**config.mk**
```make
export PLATFORM = sky130hd
export DESIGN_NAME = pi_initiator
export DESIGN_NICKNAME = d
export VERILOG_FILES = /design/src/rtl/pi_initiator.sv
export SDC_FILE = /design/constraint.sdc
export NUM_CORES = 1
export LEC_CHECK = 0
export CAP_MARGIN = 20
export CORE_AREA = 2 2 61 77
export DETAILED_ROUTE_END_ITERATION = 8
export DIE_AREA = 0 0 63 79
export DONT_BUFFER_PORTS = 1
export PLACE_DENSITY = 0.74
export RECOVER_POWER = 25
export SLEW_MARGIN = 20
export SYNTH_ARGS = -nofsm -noshare
export SYNTH_HDL_FRONTEND = slang
export SYNTH_SLANG_ARGS = --single-unit
```
**constraint.sdc**
```tcl
create_clock -name clk -period 2.2 [get_ports clk]
set_clock_uncertainty 0.05 [all_clocks]
set_input_delay 0.33 -clock clk [delete_from_list [all_inputs] [get_ports clk]]
set_output_delay 0.33 -clock clk [all_outputs]
set_load 0.1 [all_outputs]
```
**src/rtl/pi_initiator.sv**
```systemverilog
// Requester side of the Pi bus slot: turns single-byte read/write commands into a
// pi_pending/pi_done four-phase handshake and returns one response per command.
module pi_initiator #(
  parameter int ADDR_WIDTH     = 17,
  parameter int TIMEOUT_CYCLES = 255,
  localparam int CNT_W         = $clog2(TIMEOUT_CYCLES + 1)
) (
  input  logic                  clk,
  input  logic                  reset_n,
  input  logic                  cmd_valid,
  output logic                  cmd_ready,
  input  logic                  cmd_rw_b,
  input  logic                  cmd_incr,
  input  logic [ADDR_WIDTH-1:0] cmd_addr,
  input  logic [7:0]            cmd_data,
  output logic                  rsp_valid,
  input  logic                  rsp_ready,
  output logic [7:0]            rsp_data,
  output logic                  rsp_timeout,
  output logic                  pi_pending,
  input  logic                  pi_done,
  output logic                  pi_rw_b,
  output logic [ADDR_WIDTH-1:0] pi_addr,
  output logic [7:0]            pi_data_out,
  input  logic                  pi_read,
  input  logic [7:0]            bus_data_in
);

  typedef enum logic [1:0] {
    S_IDLE    = 2'd0,
    S_REQ     = 2'd1,
    S_RELEASE = 2'd2,
    S_RESP    = 2'd3
  } state_t;

  state_t                r_state;
  state_t                w_state_nxt;
  logic                  r_pending;
  logic                  r_rw_b;
  logic [ADDR_WIDTH-1:0] r_addr;
  logic [ADDR_WIDTH-1:0] r_last_addr;
  logic [7:0]            r_data_out;
  logic [7:0]            r_rsp_data;
  logic                  r_rsp_timeout;
  logic [CNT_W-1:0]      r_cnt;

  logic                  w_accept;
  logic                  w_timeout;
  logic                  w_capture;
  logic [ADDR_WIDTH-1:0] w_cmd_addr;

  // A stale pi_done (e.g. a completion arriving after a timeout) blocks new requests.
  assign cmd_ready  = (r_state == S_IDLE) && !pi_done;
  assign w_accept   = cmd_valid && cmd_ready;
  assign w_cmd_addr = cmd_incr ? r_last_addr + ADDR_WIDTH'(1) : cmd_addr;
  assign w_timeout  = (r_state == S_REQ) && !pi_done &&
                      (r_cnt == CNT_W'(TIMEOUT_CYCLES - 1));
  assign w_capture  = ((r_state == S_REQ) || (r_state == S_RELEASE)) && pi_read && r_rw_b;

  assign rsp_valid   = (r_state == S_RESP);
  assign rsp_data    = r_rsp_data;
  assign rsp_timeout = r_rsp_timeout;
  assign pi_pending  = r_pending;
  assign pi_rw_b     = r_rw_b;
  assign pi_addr     = r_addr;
  assign pi_data_out = r_data_out;

  always_ff @(posedge clk or negedge reset_n) begin
    if (!reset_n) begin
      r_state <= S_IDLE;
    end else begin
      r_state <= w_state_nxt;
    end
  end

  always_comb begin
    w_state_nxt = r_state;
    case (r_state)
      S_IDLE: begin
        if (w_accept) w_state_nxt = S_REQ;
      end
      S_REQ: begin
        if (pi_done)        w_state_nxt = S_RELEASE;
        else if (w_timeout) w_state_nxt = S_RESP;
      end
      S_RELEASE: begin
        if (!pi_done) w_state_nxt = S_RESP;
      end
      S_RESP: begin
        if (rsp_ready) w_state_nxt = S_IDLE;
      end
      default: w_state_nxt = S_IDLE;
    endcase
  end

  always_ff @(posedge clk or negedge reset_n) begin
    if (!reset_n) begin
      r_pending     <= 1'b0;
      r_rw_b        <= 1'b1;
      r_addr        <= '0;
      r_last_addr   <= '0;
      r_data_out    <= 8'h00;
      r_rsp_data    <= 8'h00;
      r_rsp_timeout <= 1'b0;
      r_cnt         <= '0;
    end else if (w_accept) begin
      r_pending     <= 1'b1;
      r_rw_b        <= cmd_rw_b;
      r_addr        <= w_cmd_addr;
      r_last_addr   <= w_cmd_addr;
      r_data_out    <= cmd_data;
      r_rsp_data    <= 8'h00;
      r_rsp_timeout <= 1'b0;
      r_cnt         <= '0;
    end else begin
      if (w_capture) r_rsp_data <= bus_data_in;
      // Timeout overrides any read sample taken on the same edge.
      if (r_state == S_REQ) begin
        if (pi_done) begin
          r_pending <= 1'b0;
        end else if (w_timeout) begin
          r_pending     <= 1'b0;
          r_rsp_timeout <= 1'b1;
          r_rsp_data    <= 8'h00;
        end else begin
          r_cnt <= r_cnt + CNT_W'(1);
        end
      end
    end
  end

endmodule

```
* Yosys cells after proc, flatten, opt, wreduce, memory -nomap -nowiden
Index checks and enable logic that the tools add are counted.
** Cells by class
- $add $sub $neg :: 2
- Equality and inequality tests :: 10
- Mux-type cells :: 24
- Reductions and logical operators :: 16
** Operators by type and width (count)
- $mux W8 :: 9
- $add A17 B1 Y17 const B :: 1
- $mux W17 :: 1
- $mux W2 :: 5
- $add A8 B1 Y8 const B :: 1
- $eq A8 B8 Y1 const B :: 1
- $mux W1 :: 8
- $pmux W2 S4 :: 1
- $logic_and A1 B1 Y1 :: 6
- $ne A2 B2 Y1 const B :: 3
- $reduce_and A3 Y1 :: 2
- $eq A2 B2 Y1 const B :: 2
- $ne A2 B1 Y1 const B :: 2
- $reduce_and A4 Y1 :: 1
- $reduce_bool A2 Y1 :: 2
- $ne A3 B3 Y1 const B :: 1
- $reduce_bool A3 Y1 :: 1
- $eq A2 B1 Y1 const B :: 1
- $logic_not A2 Y1 :: 1
- $reduce_and A2 Y1 :: 1
- $logic_not A1 Y1 :: 1
- $logic_or A1 B1 Y1 :: 1
** Storage, ports and cells
- Register bits :: 46
- Bits of input ports :: 41
- Logic and storage cells :: 60

* Logic depth before layout (Yosys ltp)
Gate-level depths: netlist (run 1).
- Word-level depth :: 9
- Mapped depth :: 7
- Mapped depth without buffers :: 6

* Least setup slack after synthesis (run 1)
OpenSTA, ideal clock, no wires.
- Kind :: flip-flop to output port
- Start :: register r_state[0]
- End :: output cmd_ready
- Arrival time :: 2.094 ns
- Path slack :: -0.274 ns
- Cell stages (with the launch flop) :: 4
- Path buffers :: 0
- Path through :: dfrtp_1 > inv_1 > ha_1 > nor2b_1
** On the way
- Cells in the longest elaborated chain, start to end :: 2
** Ends and longest elaborated chain
- start: declaration :: line 36 : state_t r_state;
- start signal: assignment :: line 72 : r_state <= w_state_nxt;
- $logic_not A2 Y1 :: line 53 : assign cmd_ready = (r_state == S_IDLE) && !pi_done;
- $logic_and A1 B1 Y1 :: line 53
- end: declaration :: line 11 : output logic cmd_ready,
Every way passes these cells.

* Final worst setup path (run 1)
Same ends and word-level chain as after synthesis.

==> results of run 1 <==
## area by class of cell
| type | instances | area share |
|---|---|---|
| multi-input combinational | 201 | 0.424 |
| sequential | 46 | 0.392 |
| clock buffer | 7 | 0.0258 |
| timing repair buffer | 45 | 0.114 |
| inverter | 7 | 0.00890 |
| tap | 58 | 0.0246 |
| clock inverter | 1 | 0.0102 |
## what timing repair did
item                      CTS  global route
hold buffers                2             0
hold endpoints to repair   46             0
buffers inserted            0             0
## critical path: cells and delay by family (launching register included)
kind,cells,cell delay [ps]
flops,1,410
fa+ha+maj,1,250
simple gates,1,160
buf+inv,2,450
## kinds of logic (layout without fill, tap and decap cells)
family                     count (synthesis)  count (layout)  share of synthesized area
muxes                                     12              12                     0.0490
and+or+nand+nor                          109             109                      0.218
DFF                                       46              46                      0.465
AOI/OAI and AO/OA                         70              70                      0.190
adders and majority gates                  8               8                     0.0404
buffers and inverters                     19              60                     0.0308
xor gates and xnor gates                   2               2                    0.00707
## worst max-delay path by stage
stage | start | cells past startpoint | slack, ps | end
final | r_state[0] | 4 | 260 | cmd_ready
after global placement | r_cnt[0] | 6 | 450 | r_state[1]
after CTS | r_state[0] | 4 | 260 | cmd_ready
after global routing | r_state[0] | 6 | 160 | r_last_addr[15]
after detailed placement | r_state[0] | 6 | 360 | r_last_addr[14]
after floorplan | r_last_addr[7] | 4 | 10 | r_last_addr[13]
## state kept, by name (all words and copies together), names as in the netlist
name / count
rsp_data: 8
r_cnt: 8
r_last_addr: 17
pi_data_out: 8
pi_pending: 1
r_state: 2
pi_rw_b: 1
rsp_timeout: 1
## metal layers
layer  up-vias  global-route usage  part of all wire
li1       1041                   -                 -
met1      1050               0.294              0.39
met2        73               0.457              0.54
met3         9              0.0581             0.055
met4         0              0.0956             0.016
met5         -                   0                 0
## placed cells by master (no fill, tap or decap), drive strengths merged, types with 2 or more instances in the layout
| cell type | n |
|---|---|
| mux2i | 11 |
| nor2 | 20 |
| o31ai | 5 |
| inv | 7 |
| and3 | 2 |
| buf | 43 |
| o22ai | 4 |
| ha | 8 |
| nor3 | 6 |
| or3 | 4 |
| nand2b | 3 |
| a22oi | 2 |
| or4 | 2 |
| nor2b | 2 |
| a21oi | 28 |
| o211ai | 2 |
| o21a | 2 |
| nand2 | 45 |
| clkbuf | 8 |
| nand3 | 16 |
| o41ai | 4 |
| o32ai | 4 |
| nand3b | 2 |
| dfrtp | 45 |
| nand4 | 3 |
| o21ai | 11 |
## per-stage QoR
step                      worst slack [ps]  instance area (um^2)  std cells
after floorplan                       11.4                  2490        266
after global placement                 450                  2830        355
after detailed placement               358                  2830        355
after CTS                              264                  2980        365
after global routing                   158                  2950        365
final                                  263                  2950        365
==> reports/metrics.cfg, run 1 <==
[sta]
fin_crit_sh=0.881
slew-limit-headroom=0.244
holdWs_ps=64.2
worstMarginPinSlew_ps=1130
final_max_slew_viol_count=0
min_period_ps=1940
hold_viol_final=0
fmax_mhz=516
setup_tns_ps=0
rsz0062_at_grt=no
finalSetupViolations=0

[logic_synthesis]
syn-instance-count=266
async_reset_ff_frac=1.00
ys.flop_type=dfrtp_1
synthTopCellsByCount=45 x dfrtp_1, 45 x nand2_1, 28 x a21oi_1
syn_area_um2=2480
seq_area_frac_synth=0.465
netlist.area_leader.share=0.454
synth.area.top_cells=dfrtp_1 45%, nand2_1 6.8%, a21oi_1 5.7%
synth.distinct_cells=51
syn-num-nets=315
synth_warnings=0
synth.largest_area_cell=dfrtp_1
synth_edf_count=0
ys_ff_latch=46
synth.avg_cell_area_um2=9.32

[critical_path]
ff2ff_path_depth=6
critical_path_class=reg2out
critPathCaptureType=output port
cp.arrival_ps=1560
critPathMaxStageDelay_ps=410
ff2ff_setup_slack_ps=320
timing.rr.end=r_last_addr[9]
path_max_fanout=6
crit_chain=inv_1 > ha_1 > nor2b_2 > buf_4
slowest_stage=dfrtp_1
cp-start-kind=register
rr_startpoint=r_state[0]
worstPathRequired_ps=1820

[floorplanning]
fp.dieArea_um2=4980
die-width_um=63
io-pin-count=79
num_rows=27
die-height_um=79
start_util=0.578
coreArea_um2=4290

[finish]
area_delta_synth_final_pct=19.1
multi_input_area_um2=1250
finalNetCount=355
fillers=352
final_util=0.688
antenna_cells=0
drive_above_1_share=0.221
regArea_um2=1160

[global_routing]
grt_pass1_vias=2203
grt_first_pass_wirelength_mm=10.1
grt_antenna_before_repair=0
grt_max_degree=47
grt_use_total=0.255
gr-total-overflow=0

[clock_tree]
ctsLongestPathBuffers=2
numCtsBuffers=5
clock-sinks=46
clock_latency_ps=300
cts_tree=built
htreeDepth=2
cts_root_buf=clkbuf_8
cts_resized=0
clk_pin_slew_ps=80

[hold_path]
holdPathEnd=pi_rw_b
hold_start=cmd_rw_b
hold-path-cell-count=2
min-delay-path-class=in2reg

[routing]
drc_errors=0
wl_mm=6.04
vias=2173
drtAntennaViolNets=0
firstDrtPassIters=4
drt_iter0_drc=178
wl_per_cell_um=16.5
via_per_inst=5.95

[placed_design]
dp_hpwl_mm=4.26
portBuffers=0
gp_congestion=0.799

[status]
status=completed

[flow_run]
cap_violations=0

Power of run 1 is not shown: default switching activity piles up to over one toggle a cycle in this logic, so the estimate is an artifact.
==> run 2, diff against run 1 <==
Settings changed: CELL_PAD_IN_SITES_DETAIL_PLACEMENT from default to 0, CELL_PAD_IN_SITES_GLOBAL_PLACEMENT from default to 1, CORE_AREA 2 2 61 77 to 2 2 69 88, DIE_AREA 0 0 63 79 to 0 0 71 90, PLACE_DENSITY 0.74 to default, PLACE_DENSITY_LB_ADDON from default to 0.1.
==> reports/metrics.cfg, run 2 (same netlist as run 1, synthesis figures left out) <==
[critical_path]
critical_path_class=reg2out
worstPathRequired_ps=1820  ; about the same
critPathMaxStageDelay_ps=420  ; about the same
path_max_fanout=6  ; unchanged
critPathTopFamily=buffers and inverters
crit_chain=inv_1 > ha_1 > nor2b_2 > buf_4
crit_buf_inv=2  ; unchanged
cp.arrival_ps=1570  ; about the same
cp-start-kind=register
critPathCaptureType=output port
slowest_stage=dfrtp_1

[global_routing]
grt_use_total=0.196  ; -0.0582
grt_antenna_before_repair=0  ; unchanged
gr-total-overflow=0  ; unchanged
grt_max_degree=47  ; unchanged
grt_first_pass_wirelength_mm=10.1  ; -0.21%
grt_pass1_vias=2003  ; -9.1%

[clock_tree]
clk_pin_slew_ps=90  ; about the same
clock_latency_ps=300  ; about the same
postCtsSetupBuffers=0  ; unchanged
htreeDepth=2  ; unchanged
numCtsBuffers=5  ; unchanged
cts_root_buf=clkbuf_8
ctsLongestPathBuffers=2  ; unchanged
clock-sinks=46  ; unchanged
cts_tree=built
cts_resized=0  ; unchanged

[placed_design]
dp_hpwl_mm=4.27  ; +0.28%
gp_congestion=0.792  ; -0.88%
portBuffers=0  ; unchanged

[sta]
fin_crit_sh=0.888  ; +0.00752
min_period_ps=1950  ; +16.5 ps
finalSetupViolations=0  ; unchanged
setup_tns_ps=0  ; unchanged
rsz0062_at_grt=no
final_max_slew_viol_count=0  ; unchanged
worstMarginPinSlew_ps=1180  ; +41.4 ps
hold_viol_final=0  ; unchanged
fmax_mhz=512  ; -0.85%
slew-limit-headroom=0.216  ; -0.0276

[routing]
firstDrtPassIters=4  ; unchanged
drtAntennaViolNets=0  ; unchanged
via_per_inst=5.67  ; -4.7%
drt_iter0_drc=86  ; -52%
wl_per_cell_um=16.3  ; -1.7%
vias=2116  ; -2.6%
drc_errors=0  ; unchanged
wl_mm=6.07  ; +0.48%

[finish]
antenna_cells=0  ; unchanged
final_cell_mix=45 x nand2_1, 43 x buf_4, 41 x dfrtp_1
fillers=556  ; +58%
area_delta_synth_final_pct=18.7
drive_above_1_share=0.225  ; +0.00326
largest_reg_flops=17  ; unchanged
finalNetCount=355  ; unchanged
largest-register=r_last_addr
final_common_cell=nand2_1

[floorplanning]
die-height_um=90  ; +14%
start_util=0.441  ; -0.137
die-width_um=71  ; +13%
fp.dieArea_um2=6390  ; +28%
num_rows=31  ; +15%
io-pin-count=79  ; unchanged
coreArea_um2=5620  ; +31%

[hold_path]
min-delay-path-class=in2reg

[status]
status=completed

[flow_run]
cap_violations=0  ; unchanged

[run 2: cell count changes in the layout (fill, tap and decap cells not counted), sizes merged]
cell,previous run,this run
bufinv,1,0
clkbuf,8,7
clkinv,0,2
[run 2: path summary, 6_finish.rpt]
check | start | to | slack, ps | cells after the start
max | r_state[0] | cmd_ready | 250 | 4
min | cmd_rw_b | pi_rw_b | 60 | 2
max reg2reg | r_state[0] | r_last_addr[9] | 350 | 6
min reg2reg | pi_data_out[5] | pi_data_out[5] | 430 | 2
max in group asynchronous | reset_n | r_last_addr[6] | 550 | 2
min in group asynchronous | reset_n | r_last_addr[0] | 760 | 2
[run 2: timing repair]
| item | in CTS | in global routing |
|---|---|---|
| hold endpoints to repair | 46 | 0 |
| hold buffers | 2 | 0 |
| setup endpoints to repair | 0 | 0 |
[run 2: final cells by class]
type,instances,area [um^2],area share
clock buffers,6,72.6,0.0247
clock inverters,2,13.8,0.00468
inverters,7,26.3,0.00893
multi-input cells,201,1250,0.426
flip-flops and latches,46,1160,0.393
well taps,66,82.6,0.0281
repair buffers,45,338,0.115
[run 2: metrics by stage]
| stage | setup WS [ps] | area (um^2) | util | hold slack, ps | instances |
|---|---|---|---|---|---|
| global placement | 439 | 2840 | 0.505 | -14.5 | 363 |
| finish | 246 | 2940 | 0.523 | 59.0 | 373 |
| detailed placement | 375 | 2840 | 0.505 | -14.6 | 363 |
| floorplan | 11.4 | 2490 | - | -15.6 | 266 |
| global route | 152 | 2940 | 0.523 | 63.4 | 373 |
| CTS | 230 | 2970 | 0.527 | 52.6 | 373 |
[run 2: layer usage]
layer | track usage | part of all wire
met1 | 0.250 | 0.43
met2 | 0.333 | 0.51
met3 | 0.0471 | 0.056
met4 | 0.0519 | 0.010
met5 | 0 | 0
[run 2: worst reg2reg max path: stages, from the launching register on]
cell     delay [ps]
dfrtp_1         420
inv_1           160
ha_1            240
and3b_1         220
buf_4           330
o21ai_0         160
a22oi_1         200
Power of run 2 is left out for the same reason.
